[src/rtl/gcd_dispatcher.sv]
// rtl/gcd_dispatcher.sv - operand-pair queue and sequencer feeding a GCD core, with zero bypass and timeout
// Operand FIFO: circular buffer holding {a,b} pairs in arrival order.
module gcd_dispatcher_fifo #(
  parameter int DW    = 20,
  parameter int DEPTH = 4
) (
  input  logic                   clk,
  input  logic                   rst,
  input  logic                   push,
  input  logic [DW-1:0]          push_data,
  input  logic                   pop,
  output logic [DW-1:0]          head,
  output logic [$clog2(DEPTH):0] count,
  output logic                   full,
  output logic                   empty
);
  localparam int AW = $clog2(DEPTH);
  localparam logic [AW-1:0] PTR_ONE  = AW'(1);
  localparam logic [AW:0]   CNT_ONE  = (AW+1)'(1);
  localparam logic [AW:0]   CNT_FULL = (AW+1)'(DEPTH);

  logic [DW-1:0] mem [DEPTH];
  logic [AW-1:0] wr_ptr;
  logic [AW-1:0] rd_ptr;

  assign head  = mem[rd_ptr];
  assign full  = (count == CNT_FULL);
  assign empty = (count == '0);

  // Storage write; contents need no reset because count gates every read.
  always_ff @(posedge clk) begin
    if (push) mem[wr_ptr] <= push_data;
  end

  // Pointer and occupancy tracking; pointers wrap naturally since DEPTH is a power of two.
  always_ff @(posedge clk or negedge rst) begin
    if (!rst) begin
      wr_ptr <= '0;
      rd_ptr <= '0;
      count  <= '0;
    end else begin
      if (push) wr_ptr <= wr_ptr + PTR_ONE;
      if (pop)  rd_ptr <= rd_ptr + PTR_ONE;
      case ({push, pop})
        2'b10:   count <= count + CNT_ONE;
        2'b01:   count <= count - CNT_ONE;
        default: count <= count;
      endcase
    end
  end
endmodule

// Top: dequeues one pair at a time, runs it through the core (or locally for zero operands),
// and holds the tagged result until the consumer takes it.
module gcd_dispatcher #(
  parameter int W       = 10,
  parameter int DEPTH   = 4,
  parameter int TIMEOUT = 1023
) (
  input  logic                   clk,
  input  logic                   rst,
  input  logic                   in_valid,
  output logic                   in_ready,
  input  logic [W-1:0]           in_a,
  input  logic [W-1:0]           in_b,
  output logic                   out_valid,
  input  logic                   out_ready,
  output logic [W-1:0]           out_a,
  output logic [W-1:0]           out_b,
  output logic [W-1:0]           out_result,
  output logic                   out_err,
  output logic                   gcd_start,
  output logic [W-1:0]           gcd_a,
  output logic [W-1:0]           gcd_b,
  input  logic [W-1:0]           gcd_result,
  input  logic                   gcd_done,
  output logic [$clog2(DEPTH):0] fifo_count
);
  localparam int TW = $clog2(TIMEOUT + 1);
  localparam logic [TW-1:0] T_LIMIT = TW'(TIMEOUT);
  localparam logic [TW-1:0] T_ONE   = TW'(1);

  typedef enum logic [1:0] {IDLE, ISSUE, WAIT, HOLD} state_t;

  state_t        state;
  logic [W-1:0]  op_a;
  logic [W-1:0]  op_b;
  logic [TW-1:0] tcnt;

  logic [2*W-1:0] head;
  logic [W-1:0]   head_a;
  logic [W-1:0]   head_b;
  logic           fifo_full;
  logic           fifo_empty;
  logic           push;
  logic           pop;

  assign in_ready = !fifo_full;
  assign push     = in_valid && !fifo_full;
  assign pop      = (state == IDLE) && !fifo_empty;
  assign head_a   = head[2*W-1:W];
  assign head_b   = head[W-1:0];

  gcd_dispatcher_fifo #(
    .DW    (2*W),
    .DEPTH (DEPTH)
  ) u_fifo (
    .clk       (clk),
    .rst       (rst),
    .push      (push),
    .push_data ({in_a, in_b}),
    .pop       (pop),
    .head      (head),
    .count     (fifo_count),
    .full      (fifo_full),
    .empty     (fifo_empty)
  );

  // Sequencer: done is only looked at in WAIT, so a late done from an abandoned op is harmless.
  always_ff @(posedge clk or negedge rst) begin
    if (!rst) begin
      state      <= IDLE;
      op_a       <= '0;
      op_b       <= '0;
      tcnt       <= '0;
      gcd_start  <= 1'b0;
      gcd_a      <= '0;
      gcd_b      <= '0;
      out_valid  <= 1'b0;
      out_a      <= '0;
      out_b      <= '0;
      out_result <= '0;
      out_err    <= 1'b0;
    end else begin
      case (state)
        IDLE: begin
          if (!fifo_empty) begin
            op_a <= head_a;
            op_b <= head_b;
            if (head_a == '0 || head_b == '0) begin
              out_a      <= head_a;
              out_b      <= head_b;
              out_result <= head_a | head_b;
              out_err    <= (head_a == '0) && (head_b == '0);
              out_valid  <= 1'b1;
              state      <= HOLD;
            end else begin
              gcd_a     <= head_a;
              gcd_b     <= head_b;
              gcd_start <= 1'b1;
              state     <= ISSUE;
            end
          end
        end
        ISSUE: begin
          gcd_start <= 1'b0;
          tcnt      <= '0;
          state     <= WAIT;
        end
        WAIT: begin
          if (gcd_done) begin
            out_a      <= op_a;
            out_b      <= op_b;
            out_result <= gcd_result;
            out_err    <= 1'b0;
            out_valid  <= 1'b1;
            state      <= HOLD;
          end else if (tcnt == T_LIMIT) begin
            out_a      <= op_a;
            out_b      <= op_b;
            out_result <= '0;
            out_err    <= 1'b1;
            out_valid  <= 1'b1;
            state      <= HOLD;
          end else begin
            tcnt <= tcnt + T_ONE;
          end
        end
        HOLD: begin
          if (out_ready) begin
            out_valid <= 1'b0;
            state     <= IDLE;
          end
        end
        default: state <= IDLE;
      endcase
    end
  end
endmodule

[config.mk]
export PLATFORM = sky130hd
export DESIGN_NAME = gcd_dispatcher
export DESIGN_NICKNAME = d
export VERILOG_FILES = /design/src/rtl/gcd_dispatcher.sv
export SDC_FILE = /design/constraint.sdc
export NUM_CORES = 1
export LEC_CHECK = 0
export ABC_AREA = 1
export BUFFER_PORTS_ARGS = -buffer_cell sky130_fd_sc_hd__buf_2
export CAP_MARGIN = 5
export CORE_MARGIN = 2
export CORE_UTILIZATION = 54
export CTS_BUF_LIST = sky130_fd_sc_hd__clkbuf_8
export DETAILED_ROUTE_END_ITERATION = 8
export HOLD_SLACK_MARGIN = 0.15
export PLACE_DENSITY = 0.78
export SLEW_MARGIN = 30
export SYNTH_ARGS = -nofsm -noshare
export SYNTH_HDL_FRONTEND = slang
export SYNTH_SLANG_ARGS = --single-unit
[constraint.sdc]
create_clock -name clk -period 2.3 [get_ports clk]
set_input_delay 0.345 -clock clk [delete_from_list [all_inputs] [get_ports clk]]
set_output_delay 0.345 -clock clk [all_outputs]
set_load 0.01 [all_outputs]
==> flow_metrics.env, run 1 <==
export IMPL_clock_sinks=172
export IMPL_p_seq_share_pct=37.5
export IMPL_worst_path_buf_inv=3
export IMPL_synth_compound_area_share_pct=7.86
export IMPL_worst_path_dominant_cell_family="adder cells"
export IMPL_drc=0
export IMPL_dp_hpwl_um=10800
export IMPL_yosys_warnings=0
export IMPL_vias_per_cell=5.26
export IMPL_cp_cell_sequence="inv_1 > ha_1 > inv_1 > nor2_1 > ha_1 > inv_1 > fa_1 > a21oi_1 > o21ai_0 > xnor2_1"
export IMPL_grt_total_usage_pct=23.6
export IMPL_postRouteAntennaNets=0
export IMPL_nNetsFinal=903
export IMPL_setup_tns_final_ns=0
export IMPL_dieHeight_um=120
export IMPL_grt_max_degree=53
export IMPL_wl_per_cell_um=15.3
export IMPL_cts_root_buf="clkbuf_8"
export IMPL_yosys_area_share_simple_pct=20.0
export IMPL_synth_top_cell_area_share_pct=32.9
export IMPL_cts_setup_buffers=0
export IMPL_netlist_top_cells_count="271 x nand2_1, 92 x dfrtp_1, 80 x edfxtp_1"
export IMPL_synth_top_family_by_area="simple AND/OR/NAND/NOR gates"
export IMPL_clk_latency_ns=0.45
export IMPL_cp_data_arrival_time_ns=2.47
export IMPL_yosysTopAreaCell="edfxtp_1"
export IMPL_status="completed"
export IMPL_yosysMostFrequentCell="nand2_1"
export IMPL_core_area_um2=13200
export IMPL_synthArstFlopShare_pct=53.5
export IMPL_placed_area_um2=8060
export IMPL_synthCells=725
export IMPL_path_clk_slew_ns=0.09
export IMPL_synth_area_leaders="edfxtp_1 33%, dfrtp_1 31%, nand2_1 14%"
export IMPL_ir_drop_mv=0.665
export IMPL_hold_viol_final=0
export IMPL_cts_tree="done"
export IMPL_numPortBuffers=91
export IMPL_gr_total_overflow=0
export IMPL_final_area_um2=8670
export IMPL_drive_gt1_share_pct=19.8
export IMPL_via_count=5490
export IMPL_num_io_pins=92
export IMPL_crit_top_cell="inv_1"
export IMPL_place_inst=991
export IMPL_drt_iter0_markers=395
export IMPL_final_cells=1044
export IMPL_skew_ns=0.0112
export IMPL_gp_congestion=0.842
export IMPL_postLayoutCoreUtil_pct=65.5
export IMPL_cellPowerDensity_nw_per_um2=1480
export IMPL_area_growth_pct=18.6
export IMPL_leakage_nw=3.98
export IMPL_slew_headroom_pct=64.4
export IMPL_power_switching_w=0.00540
export IMPL_numCtsBuffers=17
export IMPL_synth_area_um2=7310
export IMPL_fillers=1066
export IMPL_ctsLongestPathBuffers=2
export IMPL_rsz0062_at_grt="false"
export IMPL_synth_ff_type="dfrtp_1"
export IMPL_synth_fp_nets=773
export IMPL_cp_start_kind="register"
export IMPL_maxCapViolCount=0
export IMPL_critical_path_max_stage_delay_ns=0.44
export IMPL_synth_edf_count=80
export IMPL_slew_viol_final=0
export IMPL_timing_worst_setup_path_type="reg2reg"
export IMPL_crit_slowest_cell="dfrtp_1"
export IMPL_htree_levels=4
export IMPL_end_kind="register"
export IMPL_synth_fa_ha_area_share_pct=2.33
export IMPL_finalCriticalPeriod_ns=2.12
export IMPL_dr_pass1_iters=5
export IMPL_p_comb_share_pct=46.2
export IMPL_grt_pass1_vias=5387
export IMPL_num_rows=42
export IMPL_synthXorXnorAreaFrac_pct=0.839
export IMPL_max_freq_ghz=0.471
export IMPL_ys_ff_latch=172
export IMPL_initial_core_util_pct=55.2
export IMPL_grt_first_pass_wirelength_um=26200
export IMPL_clockPowerShare_pct=16.3
export IMPL_tightest_slew_ns=0.534
export IMPL_antenna_cells=0
export IMPL_min_path_type="in2reg"
export IMPL_internal_power_w=0.00744
export IMPL_period_share_pct=92.3
export IMPL_setup_violations=0
export IMPL_die_area_um2=14500
export IMPL_cp_data_required_time_ns=2.65
export IMPL_seq_area_frac_synth_pct=64.4
export IMPL_ys_types=35
export IMPL_finalWirelength_um=16000
export IMPL_synthMuxAreaShare_pct=0.154
export IMPL_antenna_found_initial=0
export IMPL_critPathMaxFanout=5
export IMPL_die_w_um=120
export IMPL_syn_mean_instance_area_um2=10.1
export IMPL_swShare_pct=42.0
## through the flow
step	setup WS [ns]	total power [W]	hold WS, ns
3_3_place_gp	0.292	0.0105	0.355
4_1_cts	0.193	0.0128	0.151
2_1_floorplan	0.136	0.00865	0.0494
5_1_grt	0.0118	0.0139	0.158
3_5_place_dp	0.201	0.0107	0.363
6_report	0.178	0.0128	0.170
## per-layer routing
| metal | wire, µm | GRT usage (%) |
|---|---|---|
| met4 | 248 | 9.30 |
| met2 | 7860 | 39.0 |
| met3 | 911 | 4.62 |
| met5 | 0 | 0 |
| met1 | 6990 | 30.9 |
## kinds of logic after synthesis
kind of cell,Yosys count
buf+inv,65
xor+xnor,7
fa+ha+maj,13
mux,1
compound gates,111
flops,172
simple gates,356
## flip-flops by register name, summed over array words and instances, names as in the netlist, 2 cells and up
signal,cells
gcd_a,10
gcd_b,10
op_a,10
op_b,10
out_a,10
out_b,10
out_result,10
state,2
tcnt,10
u_fifo.count,3
u_fifo.mem,80
u_fifo.rd_ptr,2
u_fifo.wr_ptr,2
## cells in the final DEF, fill, tap and decap left out, drive strengths merged, types with 4 or more instances in the layout
master       count
a21oi           27
dfrtp           92
clkinv           9
nor2            26
buf            123
nor3             4
inv             33
nand2          275
xor2             5
clkbuf          20
dlygate4sd3     21
ha              12
nand3           48
edfxtp          80
o21ai           78
## worst register-to-register path, delay by kind of cell, from the launching register on
kind | cells | cell delay, ns
adders and majority gates | 3 | 0.72
DFF | 1 | 0.44
buffers and inverters | 3 | 0.27
AOI/OAI and AO/OA | 2 | 0.27
and+or+nand+nor | 1 | 0.16
xor gates and xnor gates | 1 | 0.14
## power groups by stage
stage	sequential (W)	combinational [W]	clock (W)
2_1_floorplan	0.00500	0.00365	0
3_3_place_gp	0.00482	0.00566	0
3_5_place_dp	0.00487	0.00587	0
4_1_cts	0.00481	0.00592	0.00211
5_1_grt	0.00492	0.00670	0.00225
6_report	0.00482	0.00593	0.00209
## area by class of cell
class,instances,area [µm²],share of cell area [%]
sequential,172,4700,54.3
timing repair buffer,144,946,10.9
inverter,32,123,1.41
tap,176,220,2.54
clock buffer,20,275,3.18
clock inverter,12,121,1.40
multi-input combinational,488,2280,26.3
## timing repair
action,CTS,global route
hold buffers,21,0
hold endpoints to repair,120,0
setup endpoints to repair,0,2
resized for setup,0,2
## path summary, 6_finish.rpt
| check | start | slack (ns) | cells past startpoint | to |
|---|---|---|---|---|
| worst max-delay path | state[0] | 0.18 | 10 | u_fifo.count[2] |
| worst min-delay path | gcd_result[1] | 0.17 | 3 | out_result[1] |
| worst max register to register | state[0] | 0.18 | 10 | u_fifo.count[2] |
| worst min register to register | out_b[5] | 0.48 | 2 | out_b[5] |
| max in group asynchronous | rst | 1.22 | 3 | tcnt[2] |
| min in group asynchronous | rst | 0.41 | 2 | out_b[4] |
Power figures use the tool's default switching activity.
==> run 2, diff against run 1 <==
--- a/config.mk
+++ b/config.mk
@@ -5,7 +5,6 @@
 export SDC_FILE = /design/constraint.sdc
 export NUM_CORES = 1
 export LEC_CHECK = 0
-export ABC_AREA = 1
 export BUFFER_PORTS_ARGS = -buffer_cell sky130_fd_sc_hd__buf_2
 export CAP_MARGIN = 5
 export CORE_MARGIN = 2
@@ -14,6 +13,7 @@
 export DETAILED_ROUTE_END_ITERATION = 8
 export HOLD_SLACK_MARGIN = 0.15
 export PLACE_DENSITY = 0.78
+export RECOVER_POWER = 100
 export SLEW_MARGIN = 30
 export SYNTH_ARGS = -nofsm -noshare
 export SYNTH_HDL_FRONTEND = slang
==> flow_metrics.env, run 2 <==
export IMPL_mostFrequentLayoutCell="dfrtp_1"
export IMPL_p_seq_share_pct=36.1
export IMPL_synth_area_um2=7350
export IMPL_min_path_type="in2reg"
export IMPL_dieHeight_um=121
export IMPL_cellPowerDensity_nw_per_um2=1530
export IMPL_synthXorXnorAreaFrac_pct=1.55
export IMPL_grt_first_pass_wirelength_um=25200
export IMPL_netlist_top_cells_count="92 x dfrtp_1, 83 x nand2_1, 80 x edfxtp_1"
export IMPL_slew_viol_final=0
export IMPL_synth_fp_nets=537
export IMPL_whs_ns=0.217
export IMPL_seq_area_frac_synth_pct=64.0
export IMPL_synthArstFlopShare_pct=53.5
export IMPL_synth_top_cell_area_share_pct=32.7
export IMPL_finalCriticalPeriod_ns=2.62
export IMPL_gp_congestion=0.806
export IMPL_num_rows=42
export IMPL_largest_register_ffs=80
export IMPL_drc=0
export IMPL_final_cells=835
export IMPL_crit_slowest_cell="mux4_2"
export IMPL_synthCells=489
export IMPL_numCtsBuffers=17
export IMPL_synth_top_family_by_area="multiplexers"
export IMPL_via_count=4562
export IMPL_dr_pass1_iters=5
export IMPL_core_area_um2=13200
export IMPL_power_switching_w=0.00493
export IMPL_crit_top_cell="buf_6"
export IMPL_timing_rr_start="u_fifo.rd_ptr[0]"
export IMPL_rsz0062_at_grt="true"
export IMPL_hold_viol_final=0
export IMPL_synthMuxAreaShare_pct=18.9
export IMPL_place_inst=775
export IMPL_max_freq_ghz=0.381
export IMPL_clockPowerShare_pct=15.1
export IMPL_finalWirelength_um=15900
export IMPL_dp_hpwl_um=10800
export IMPL_yosys_warnings=0
export IMPL_r2r_slack_ns=-0.32
export IMPL_yosysMostFrequentCell="dfrtp_1"
export IMPL_critical_path_max_stage_delay_ns=0.58
export IMPL_grt_max_degree=46
export IMPL_synth_fa_ha_area_share_pct=2.32
export IMPL_postLayoutCoreUtil_pct=66.9
export IMPL_cp_cell_sequence="buf_6 > buf_6 > mux4_2 > nor4_4 > nand3_2 > a31oi_4 > buf_4 > buf_12 > mux2_2"
export IMPL_vias_per_cell=5.46
export IMPL_postRouteAntennaNets=0
export IMPL_num_io_pins=92
export IMPL_status="finished, violations left"
export IMPL_grt_total_usage_pct=23.2
export IMPL_ctsLongestPathBuffers=2
export IMPL_timing_worst_setup_path_type="reg2reg"
export IMPL_totalPowerFinal_w=0.0136
export IMPL_synth_compound_area_share_pct=2.30
export IMPL_preCtsSetupSlack_ns=-0.316
export IMPL_antenna_cells=0
export IMPL_numPortBuffers=91
export IMPL_clock_sinks=172
export IMPL_yosysTopAreaCell="edfxtp_1"
export IMPL_synth_area_leaders="edfxtp_1 33%, dfrtp_1 31%, mux2_2 6.3%"
export IMPL_synth_edf_count=80
export IMPL_leakage_nw=3.61
export IMPL_tightest_slew_ns=1.04
export IMPL_ys_types=39
export IMPL_cts_root_buf="clkbuf_8"
export IMPL_min_delay_start="gcd_result[0]"
export IMPL_htree_levels=4
export IMPL_end_kind="register"
export IMPL_maxCapViolCount=0
export IMPL_swShare_pct=36.4
export IMPL_cp_data_arrival_time_ns=2.99
export IMPL_gr_total_overflow=0
export IMPL_internal_power_w=0.00863
export IMPL_die_area_um2=14600
export IMPL_slew_headroom_pct=30.4
export IMPL_final_cell_mix="92 x dfrtp_1, 83 x nand2_1, 80 x edfxtp_1, 79 x clkbuf_1, 41 x mux2_2"
export IMPL_path_clk_slew_ns=0.09
export IMPL_drt_iter0_markers=384
export IMPL_drive_gt1_share_pct=28.5
export IMPL_synth_ff_type="dfrtp_1"
export IMPL_area_growth_pct=20.6
export IMPL_clk_latency_ns=0.47
export IMPL_syn_mean_instance_area_um2=15.0
export IMPL_top_register="u_fifo.mem"
export IMPL_fillers=942
export IMPL_antenna_found_initial=0
export IMPL_ys_ff_latch=172
export IMPL_initial_core_util_pct=55.5
export IMPL_violations="setup timing"
export IMPL_cp_start_kind="register"
export IMPL_period_share_pct=114
export IMPL_nNetsFinal=694
export IMPL_wl_per_cell_um=19.0
export IMPL_setup_violations=53
export IMPL_startpoint="u_fifo.rd_ptr[0]"
export IMPL_layout_setup_ws_ns=-0.321
export IMPL_ir_drop_mv=0.679
export IMPL_grt_pass1_vias=4717
export IMPL_die_w_um=121
export IMPL_critPathMaxFanout=8
export IMPL_cts_tree="done"
export IMPL_cp_data_required_time_ns=2.66
export IMPL_yosys_area_share_simple_pct=8.46
export IMPL_skew_ns=0.0106
export IMPL_p_comb_share_pct=48.8
[run 2: cell count changes in the layout (fill, tap and decap cells not counted), moves of 6 or more]
cell / previous run / this run
nand2_1: 271 / 83
clkbuf_1: 0 / 79
buf_2: 90 / 14
o21ai_0: 59 / 14
nand3_1: 45 / 4
mux2_2: 1 / 41
mux2_4: 0 / 30
a21oi_1: 26 / 1
mux4_2: 0 / 20
o21ai_1: 19 / 1
inv_1: 28 / 15
and3_1: 0 / 6
[run 2: what timing repair did]
action                                  in CTS  in global routing
endpoints found under the hold margin      109                  0
cloned                                       2                  0
endpoints found under the setup margin      54                 55
pin swaps                                    1                  0
setup buffers                                4                  2
hold buffers                                21                  0
resized for setup                           12                  6
[run 2: area by class of cell]
cell class / instances / area (µm²) / area share, %
Sequential cell: 172 / 4700 / 53.1
Multi-Input combinational cell: 284 / 2520 / 28.4
Timing Repair Buffer: 157 / 985 / 11.1
Clock buffer: 17 / 234 / 2.64
Tap cell: 176 / 220 / 2.48
Clock inverter: 15 / 148 / 1.67
Inverter: 14 / 52.6 / 0.593
[run 2: final timing paths]
kind                       cells past startpoint             to
max in group asynchronous                      3       gcd_b[6]
min in group asynchronous                      2      gcd_start
min                                            4  out_result[0]
max                                            9       out_a[0]
max reg2reg                                    9       out_a[0]
min reg2reg                                    2        op_b[2]
[run 2: critical path, delay by kind of cell (launching register included)]
family	cells	cell delay (ns)
DFF	1	0.41
AOI/OAI and AO/OA	1	0.26
buffers and inverters	4	0.58
and+or+nand+nor	2	0.35
muxes	2	0.91
[run 2: per-stage QoR]
stage | instance area, µm² | TNS, ns
floorplan | 7370 | -9.50
global placement | 8250 | -10.54
detailed placement | 8260 | -13.56
CTS | 8980 | -12.16
global route | 8860 | -18.90
finish | 8860 | -12.63
[run 2: layer usage]
layer | vias up | global-route usage (%) | wire, µm
li1 | 2072 | - | -
met1 | 2318 | 30.6 | 6610
met2 | 151 | 37.6 | 8100
met3 | 21 | 4.76 | 867
met4 | 0 | 10.4 | 278
met5 | - | 0 | 0
[run 2: cells by family (layout without fill, tap and decap cells)]
family	count (synthesis)	after routing
compound gates	25	25
simple gates	140	140
flops	172	172
mux	93	93
buf+inv	33	203
fa+ha+maj	13	13
xor+xnor	13	13
[run 2: power groups by stage]
stage                     sequential (W)  combinational, W  clock (W)
after floorplan                  0.00502           0.00408          0
after global placement           0.00486           0.00609          0
after detailed placement         0.00492           0.00632          0
after CTS                        0.00487           0.00679    0.00209
after global routing             0.00500           0.00711    0.00223
final                            0.00490           0.00662    0.00205
==> run 3, diff against run 2 <==
--- a/config.mk
+++ b/config.mk
@@ -17,4 +17,5 @@
 export SLEW_MARGIN = 30
 export SYNTH_ARGS = -nofsm -noshare
 export SYNTH_HDL_FRONTEND = slang
+export SYNTH_HIERARCHICAL = 1
 export SYNTH_SLANG_ARGS = --single-unit
==> flow_metrics.env, run 3 <==
export IMPL_cp_data_arrival_time_ns=2.86
export IMPL_yosysTopAreaCell="edfxtp_1"
export IMPL_max_freq_ghz=0.398
export IMPL_cp_data_required_time_ns=2.65
export IMPL_skew_ns=0.0144
export IMPL_timing_worst_setup_path_type="reg2reg"
export IMPL_r2r_slack_ns=-0.21
export IMPL_end_kind="register"
export IMPL_synth_ff_type="dfrtp_1"
export IMPL_ys_ff_latch=172
export IMPL_finalCriticalPeriod_ns=2.51
export IMPL_synthCells=489
export IMPL_final_cell_mix="91 x dfrtp_1, 80 x nand2_1, 80 x clkbuf_1, 80 x edfxtp_1, 40 x mux2_4"
export IMPL_syn_mean_instance_area_um2=15.0
export IMPL_slew_headroom_pct=17.0
export IMPL_preCtsSetupSlack_ns=-0.291
export IMPL_top_register="u_fifo/mem"
export IMPL_path_clk_slew_ns=0.09
export IMPL_violations="setup timing"
export IMPL_dp_hpwl_um=10400
export IMPL_initial_core_util_pct=55.2
export IMPL_grt_max_degree=93
export IMPL_final_area_um2=9030
export IMPL_numPortBuffers=91
export IMPL_area_growth_pct=23.5
export IMPL_drc=0
export IMPL_synth_edf_count=80
export IMPL_synthArstFlopShare_pct=53.5
export IMPL_layout_setup_ws_ns=-0.214
export IMPL_whs_ns=0.214
export IMPL_gp_congestion=0.781
export IMPL_yosys_warnings=6
export IMPL_postRouteAntennaNets=0
export IMPL_min_path_type="in2reg"
export IMPL_final_cells=845
export IMPL_p_comb_share_pct=49.9
export IMPL_dr_pass1_iters=5
export IMPL_hold_viol_final=0
export IMPL_drt_iter0_markers=269
export IMPL_synth_fp_nets=536
export IMPL_numCtsBuffers=17
export IMPL_internal_power_w=0.00871
export IMPL_cts_tree="done"
export IMPL_grt_pass1_vias=4787
export IMPL_antenna_cells=0
export IMPL_power_switching_w=0.00506
export IMPL_cp_start_kind="register"
export IMPL_clk_latency_ns=0.46
export IMPL_rsz0062_at_grt="true"
export IMPL_num_rows=42
export IMPL_setup_violations=53
export IMPL_leakage_nw=3.74
export IMPL_seq_area_frac_synth_pct=64.4
export IMPL_maxCapViolCount=0
export IMPL_die_area_um2=14500
export IMPL_nNetsFinal=703
export IMPL_grt_total_usage_pct=23.3
export IMPL_via_count=4613
export IMPL_p_seq_share_pct=36.1
export IMPL_critPathMaxFanout=10
export IMPL_cts_root_buf="clkbuf_8"
export IMPL_yosysMostFrequentCell="dfrtp_1"
export IMPL_ctsLongestPathBuffers=2
export IMPL_synth_top_cell_area_share_pct=32.9
export IMPL_wl_per_cell_um=19.1
export IMPL_ir_drop_mv=0.720
export IMPL_drive_gt1_share_pct=29.9
export IMPL_dieHeight_um=120
export IMPL_num_io_pins=92
export IMPL_ys_types=40
export IMPL_gr_total_overflow=0
export IMPL_finalWirelength_um=16100
export IMPL_die_w_um=120
export IMPL_clockPowerShare_pct=14.1
export IMPL_antenna_found_initial=0
export IMPL_place_inst=782
export IMPL_tightest_slew_ns=1.24
export IMPL_core_area_um2=13200
export IMPL_placed_area_um2=8310
export IMPL_cellPowerDensity_nw_per_um2=1530
export IMPL_swShare_pct=36.8
export IMPL_slew_viol_final=0
export IMPL_grt_first_pass_wirelength_um=25200
export IMPL_netlist_top_cells_count="92 x dfrtp_1, 80 x edfxtp_1, 80 x nand2_1"
export IMPL_period_share_pct=109
export IMPL_largest_register_ffs=80
export IMPL_clock_sinks=172
export IMPL_mostFrequentLayoutCell="dfrtp_1"
export IMPL_htree_levels=4
export IMPL_synth_area_leaders="edfxtp_1 33%, dfrtp_1 31%, mux2_4 6.0%"
export IMPL_vias_per_cell=5.46
export IMPL_status="finished, violations left"
export IMPL_synth_area_um2=7310
## run 3: critical path, cell delays in order, from the launching register on
cell	delay (ns)
dfrtp_2	0.45
buf_6	0.16
mux4_2	0.56
nor4_4	0.31
nand3_2	0.20
nand3_2	0.20
clkbuf_16	0.20
mux2_4	0.31
## run 3: logic make-up after synthesis
kind of cell             synth area share [%]
flip-flops                               64.4
AND/OR/NAND/NOR                          8.16
multiplexers                             18.8
AO/OA/AOI/OAI                            2.60
adder cells (fa/ha/maj)                  2.16
buffers and inverters                    2.34
XOR/XNOR                                 1.56
## run 3: stage by stage
step / total power [W] / TNS (ns) / util [%]
2_1_floorplan: 0.00906 / -4.97 / -
4_1_cts: 0.0136 / -6.07 / 68.4
3_5_place_dp: 0.0113 / -13.38 / 62.8
5_1_grt: 0.0145 / -12.86 / 68.2
3_3_place_gp: 0.0111 / -12.92 / 62.8
6_report: 0.0138 / -9.55 / 68.2
## run 3: power groups by stage
stage          sequential (W)  combinational [W]  clock, W
2_1_floorplan         0.00504            0.00402         0
3_3_place_gp          0.00489            0.00617         0
3_5_place_dp          0.00496            0.00636         0
4_1_cts               0.00493            0.00675   0.00197
5_1_grt               0.00507            0.00737   0.00210
6_report              0.00497            0.00687   0.00194
## run 3: cell type report
type | instances | area [µm²]
multi-input cells | 283 | 2600
fillers | 949 | 4210
clock inverters | 15 | 126
clock buffers | 17 | 234
inverters | 15 | 56.3
flip-flops and latches | 172 | 4710
well taps | 176 | 220
repair buffers | 167 | 1090
## run 3: timing repair
item                                   in CTS  in global routing
resized for setup                          23                 13
endpoints found under the hold margin     172                  0
gates cloned                                2                  2
pin swaps                                   6                  7
setup endpoints to repair                  53                 53
setup buffers                               5                  4
hold buffers                               21                  0
## run 3: routing by layer
layer | wire, µm | part of all wire [%] | up-vias | global-route usage, %
met5 | 0 | 0 | - | 0
met4 | 357 | 2.2 | 0 | 8.50
met3 | 954 | 5.9 | 31 | 5.24
met2 | 8040 | 50 | 162 | 38.6
met1 | 6790 | 42 | 2339 | 30.5
li1 | - | - | 2081 | -
## run 3: path summary, 6_finish.rpt
check / start / endpoint / depth (start not counted)
max in group asynchronous: rst / u_fifo/rd_ptr[0] / 3
hold reg to reg: op_b[6] / op_b[6] / 2
hold / removal: gcd_result[9] / out_result[9] / 4
min in group asynchronous: rst / tcnt[3] / 3
setup reg to reg: u_fifo/rd_ptr[0] / gcd_b[7] / 7
setup / recovery: u_fifo/rd_ptr[0] / gcd_b[7] / 7
